[config.mk]
export PLATFORM = sky130hd
export DESIGN_NAME = mux2_rr_arbiter
export DESIGN_NICKNAME = d
export VERILOG_FILES = /design/src/rtl/mux2_rr_arbiter.sv
export SDC_FILE = /design/constraint.sdc
export NUM_CORES = 1
export LEC_CHECK = 0
export ABC_AREA = 0
export ABC_CLOCK_PERIOD_IN_PS = 3400
export CORE_MARGIN = 3
export CORE_UTILIZATION = 44
export CTS_BUF_LIST = sky130_fd_sc_hd__clkbuf_2
export CTS_CLUSTER_DIAMETER = 60
export DETAILED_ROUTE_END_ITERATION = 12
export PLACE_DENSITY = 0.84
export SYNTH_ARGS = -nofsm -noshare
export SYNTH_HDL_FRONTEND = slang
export SYNTH_SLANG_ARGS = --single-unit
[constraint.sdc]
create_clock -name clk -period 3.4 [get_ports clk]
set_input_delay 0.34 -clock clk [delete_from_list [all_inputs] [get_ports clk]]
set_output_delay 0.34 -clock clk [all_outputs]
set_load 0.05 [all_outputs]
[src/rtl/mux2_rr_arbiter.sv]
// Two-requester valid/ready arbiter: round-robin bursts of up to MAX_BURST beats into one registered output.
// Latency 1 cycle from accept to out_valid; a requester is ready only when granted and the output reg has space.
// Define MUX2_ARB_PRIO_EN to add prio_a, which makes A win every tie.
module mux2_rr_arbiter #(
    parameter int W         = 8,
    parameter int MAX_BURST = 4
) (
    input  logic         clk,
    input  logic         rst_n,
`ifdef MUX2_ARB_PRIO_EN
    input  logic         prio_a,
`endif
    input  logic         a_valid,
    input  logic [W-1:0] a_data,
    output logic         a_ready,
    input  logic         b_valid,
    input  logic [W-1:0] b_data,
    output logic         b_ready,
    output logic         out_valid,
    output logic [W-1:0] out_data,
    input  logic         out_ready,
    output logic         sel
);

    localparam int CW = (MAX_BURST > 1) ? $clog2(MAX_BURST) : 1;
    localparam logic [CW-1:0] LAST_BEAT = CW'(MAX_BURST - 1);

    typedef enum logic [1:0] {IDLE, GNT_A, GNT_B} state_t;

    state_t          state_q;
    logic            sel_q;
    logic            last_sel_q;
    logic [CW-1:0]   beat_cnt_q;
    logic            out_valid_q;
    logic [W-1:0]    out_data_q;

    logic            space;
    logic            accept;
    logic            burst_done;
    logic            prio_on;
    logic [W-1:0]    grant_data;

`ifdef MUX2_ARB_PRIO_EN
    assign prio_on = prio_a;
`else
    assign prio_on = 1'b0;
`endif

    assign space      = !out_valid_q || out_ready;
    assign a_ready    = (state_q == GNT_A) && space;
    assign b_ready    = (state_q == GNT_B) && space;
    assign accept     = (a_valid && a_ready) || (b_valid && b_ready);
    assign burst_done = accept && (beat_cnt_q == LAST_BEAT);
    assign grant_data = (state_q == GNT_B) ? b_data : a_data;

    assign out_valid = out_valid_q;
    assign out_data  = out_data_q;
    assign sel       = sel_q;

    always_ff @(posedge clk or negedge rst_n) begin
        if (!rst_n) begin
            state_q     <= IDLE;
            sel_q       <= 1'b0;
            last_sel_q  <= 1'b1;
            beat_cnt_q  <= '0;
            out_valid_q <= 1'b0;
            out_data_q  <= '0;
        end else begin
            if (accept) begin
                out_data_q  <= grant_data;
                out_valid_q <= 1'b1;
            end else if (out_ready) begin
                out_valid_q <= 1'b0;
            end

            case (state_q)
                IDLE: begin
                    // last_sel_q==1 means B was served last, so A takes the tie
                    if (a_valid && (!b_valid || prio_on || last_sel_q)) begin
                        state_q <= GNT_A;
                        sel_q   <= 1'b0;
                    end else if (b_valid) begin
                        state_q <= GNT_B;
                        sel_q   <= 1'b1;
                    end
                end
                GNT_A: begin
                    if (accept) beat_cnt_q <= beat_cnt_q + 1'b1;
                    if (burst_done || !a_valid) begin
                        beat_cnt_q <= '0;
                        last_sel_q <= 1'b0;
                        if (b_valid && !(prio_on && a_valid)) begin
                            state_q <= GNT_B;
                            sel_q   <= 1'b1;
                        end else if (a_valid) begin
                            state_q <= GNT_A;
                            sel_q   <= 1'b0;
                        end else begin
                            state_q <= IDLE;
                        end
                    end
                end
                GNT_B: begin
                    if (accept) beat_cnt_q <= beat_cnt_q + 1'b1;
                    if (burst_done || !b_valid) begin
                        beat_cnt_q <= '0;
                        last_sel_q <= 1'b1;
                        if (a_valid) begin
                            state_q <= GNT_A;
                            sel_q   <= 1'b0;
                        end else if (b_valid) begin
                            state_q <= GNT_B;
                            sel_q   <= 1'b1;
                        end else begin
                            state_q <= IDLE;
                        end
                    end
                end
                default: state_q <= IDLE;
            endcase
        end
    end

endmodule

; Yosys cells after proc, flatten, opt, wreduce, memory -nomap -nowiden
; Cells that the tools add are included.
[totals]
register_bits = 15
latchBits = 0
ram_bits = 0
rom_bits = 0
in_bits = 21
out_inout_bits = 12
elab_cells = 62
n_memories = 0
[classes]
addsub = 1
n_mul = 0
div_mod_pow = 0
magnitude_cmp = 0
n_eq_ne = 7
n_shift = 0
muxes = 27
n_bitwise = 0
n_reduce_logical = 21
[ops]
columns = cell, count
row1 = 2-bit 2-to-1 mux, 10
row2 = 1-bit 2-to-1 mux, 12
row3 = 8-bit 2-to-1 mux, 1
row4 = 1-bit logical AND, 6
row5 = "3-bit inequality test, second input constant", 2
row6 = 2-bit case mux with 3 select lines, 1
row7 = 3-bit AND reduction, 2
row8 = 1-bit logical OR, 5
row9 = "2-bit equality test, second input constant", 2
row10 = "2-bit by 1-bit inequality test with 1-bit output, second input constant", 2
row11 = 2-bit case mux with 2 select lines, 1
row12 = 4-bit AND reduction, 1
row13 = 2-bit nonzero test, 2
row14 = 1-bit logical NOT, 3
row15 = 1-bit case mux with 3 select lines, 1
row16 = 3-bit nonzero test, 1
row17 = "2-bit by 1-bit adder with 2-bit output, second input constant", 1
row18 = "2-bit by 1-bit equality test with 1-bit output, second input constant", 1
row19 = 2-bit logical NOT, 1
row20 = 1-bit case mux with 2 select lines, 1

; Longest topological paths before layout
[logic_depth]
depth_word = 9
ltp_mapped = 7
ltp_nobuf = 6

; Least setup slack after synthesis
; Ideal clock, no wire load.
[synth_timing]
path_type = register -> output
startpoint = register state_q[0]
endpoint = output port b_ready
arrival_ns = 1.794
t_required_ns = 3.060
path_slack_ns = 1.266
stages_incl_launch_ff = 6
n_path_buf = 1
path_cell_list = dfrtp_1 -> inv_1 -> ha_1 -> buf_2 -> inv_1 -> a21oi_1
[synth_via]
elab_chain_cells = 2
[synth_rtl]
columns = item, line
row1 = start: declaration, 30  ; state_t state_q;
row2 = start signal: assignment, 62  ; state_q <= IDLE;
row3 = start signal: assignment, 80  ; state_q <= GNT_A;
row4 = start signal: assignment, 83  ; state_q <= GNT_B;
row5 = 2-bit equality test, 51  ; assign b_ready = (state_q == GNT_B) && space;
row6 = 1-bit logical AND, 51
row7 = end: declaration, 18  ; output logic b_ready,
; Every way passes these cells.

; Worst setup path in the final report
; Ends and elaborated chain as after synthesis.

==> metrics <==
final critical-path required period=2.61 ns; maximum buffer depth of the clock tree=2; CP startpoint kind=flip-flop; FP Rows=15; count of mapped cells out of synthesis=89; R2R cell count=7; Finished Cell Area=1240 sq um; DRC errors left=0; # H-tree levels=1; total negative slack for setup checks=0 ns; Via-to-Cell Ratio=5.17; Pleak=0.544 nW; part of the total power dissipated in combinational logic=0.653; most repeated library cell on the critical path=inv_1; ys flop type=dfrtp_1; RSZ-0062 raised after global routing=false; DP Area=1220 sq um; path type of the worst setup path=reg -> out; area of the die=2550 sq um; mean instance size in the synthesized netlist=9.78 sq um; Final Hold Violating Endpoints=0; initial antenna violation count=0; Synth-to-Final Area Change=42.4%; maximum single-stage delay on the critical path=0.83 ns; cell area after synthesis=871 sq um; beginning of the worst register-to-register path=state_q[0]; critical path endpoint category=primary output; total internal power=0.587 mW; total instance count after detailed placement=145; final standard cell count with taps included and fillers excluded=149; number of distinct library cells after synthesis=24; clock net sink count=15; crit path cell chain=inv_1 -> ha_1 -> buf_4 -> inv_1 -> a21oi_1 -> clkdlybuf4s50_1; number of global-route vias before repair=764; launch point of the worst path=state_q[0]; effective utilization at floorplan=0.483; clock-pin slew on the worst setup and hold paths=0.14 ns; number of flops mapped to enable cells by yosys=0; core region area=1800 sq um; vertical extent of the die=50.5 um; count of maximum capacitance violations=0; clock tree from TritonCTS=yes; placer congestion estimate=0.851; DR vias=771; buffer cell driving the clock tree root=clkbuf_2; FF/Latch Area=377 sq um; Tcrit/Tclk final=0.768; total CTS buffers=3; arrival time reported for the critical path endpoint=2.27 ns; DRC violation total after the first TritonRoute iteration=6; Worst R2R End=sel; number of nets in the final layout=151; width of the die=50.5 um; number of detailed-route iterations in the first pass=3; post-synthesis async set-or-reset flop share=1.00; number of buffers inserted to repair setup after CTS=0; sequential area share after synthesis=0.432; IR Drop Worst-Case VDD=0.606 mV; worst min-delay path category=in -> async; Max Fclk=0.383 GHz; Required @ worst endpoint=3.06 ns; wire length per cell after detailed routing=12.8 um; share of power burned in the clock network=0.074; share of final-layout standard cells stronger than drive strength 1=0.0806; result of the run=finished, final reports clean; CTS hold repair buffers=0; max-slew violation count=0; crit path max-delay cell type=clkdlybuf4s50_1; Worst-Skew Late Latency=0.28 ns; diode count=0; global-route congestion overflow total=0; Port Buffer Count=32; I/O Pins=33; Net Sw Frac=0.503; area taken by multi-input logic gates=458 sq um; global-route usage over all layers=0.169; largest net degree at the start of global routing=17; number of cells upsized or downsized after cts=0; Synth Warn #=0; register share of total power=0.273; synthesized netlist net count=115; worst setup path endpoint=b_ready; net switching power=0.595 mW; Max transition margin=0.543; first-pass GRT wire length=3240 um; final setup skew=0.00271 ns; antenna-violating nets left=0; DRT Wirelength=1910 um; largest fanout of any net on the critical path=13; P per Cell Area=954 nW/um^2; number of fillers in the final layout=140; worst-margin pin slew=0.684 ns; Finish-stage setup viols=0; detailed placement HPWL=1470 um; setup slack of the worst register-to-register path=1.40 ns; number of synthesized register bits=15
==> critical path: cells and delay by family (launching register included) <==
family          cells  cell delay [ns]
buf+inv             4             1.25
flops               1             0.44
fa+ha+maj           1             0.15
compound gates      1             0.14
==> cell families after synthesis <==
kind of cell               synth area share
muxes                                 0.128
DFF                                   0.432
adders and majority gates            0.0718
AOI/OAI and AO/OA                     0.198
buffers and inverters                0.0417
and+or+nand+nor                       0.128
==> routing by layer <==
metal	vias up	global-route usage	wire length, um
met3	2	0.0445	122
met4	0	0.0673	9
met5	-	0	0
met2	25	0.276	917
met1	359	0.210	859
li1	385	-	-
==> cell type report <==
| class | count | share of cell area |
|---|---|---|
| repair buffers | 33 | 0.264 |
| well taps | 25 | 0.0252 |
| flip-flops and latches | 15 | 0.304 |
| multi-input cells | 65 | 0.369 |
| clock buffers | 4 | 0.0161 |
| inverters | 7 | 0.0212 |
==> power groups by stage <==
stage	Combinational (mW)	Clock, mW	Sequential, mW
2_1_floorplan	0.349	0	0.518
3_3_place_gp	0.757	0	0.321
3_5_place_dp	0.775	0	0.326
4_1_cts	0.777	0.0905	0.324
5_1_grt	0.827	0.100	0.334
6_report	0.772	0.0873	0.323
==> layout by cell type (no fill, tap or decap), types with 2 or more instances in the layout <==
cell             Yosys  layout
o21ai_0              3       3
inv_1                7       7
mux2i_1             10      10
nand2_1              4       4
nor2_1              13      13
a211oi_1             2       2
ha_1                 5       5
a21oi_1             13      13
dfrtp_1             14      14
a31oi_1              2       2
nand2b_1             2       2
clkdlybuf4s50_1      0      32
clkbuf_2             0       4
==> synth_stat cells (2+ instances only) <==
master / count / area share
inv_1: 7 / 0.030
nor2_1: 13 / 0.056
a21oi_1: 13 / 0.075
nand2b_1: 2 / 0.014
o21ai_0: 3 / 0.017
ha_1: 5 / 0.072
dfrtp_1: 14 / 0.40
buf_2: 2 / 0.011
a211oi_1: 2 / 0.017
mux2i_1: 10 / 0.11
nand2_1: 4 / 0.017
a31oi_1: 2 / 0.014
==> flip-flops by register name, summed over array words and instances, names as in the netlist <==
register    count
out_data        8
beat_cnt_q      2
state_q         2
last_sel_q      1
out_valid       1
sel             1
==> metrics by stage <==
step           total power [mW]  hold WS (ns)  setup WS (ns)  utilization
2_1_floorplan             0.867        0.0444           1.27            -
3_3_place_gp               1.08         0.497           1.20        0.677
3_5_place_dp               1.10         0.500           1.11        0.677
4_1_cts                    1.19         0.460          0.766        0.688
5_1_grt                    1.26         0.468          0.682        0.688
6_report                   1.18         0.457          0.789        0.688
==> how the worst min path moves through the flow <==
stage	from	endpoint	slack, ns	cells past startpoint
5_1_grt	rst_n	out_data[0]	0.47	1
4_1_cts	rst_n	out_data[0]	0.46	1
3_5_place_dp	last_sel_q	last_sel_q	0.50	2
6_report	rst_n	out_data[0]	0.46	1
3_3_place_gp	last_sel_q	last_sel_q	0.50	2
2_1_floorplan	rst_n	beat_cnt_q[0]	0.04	0
(Power assumes the default switching activity.)
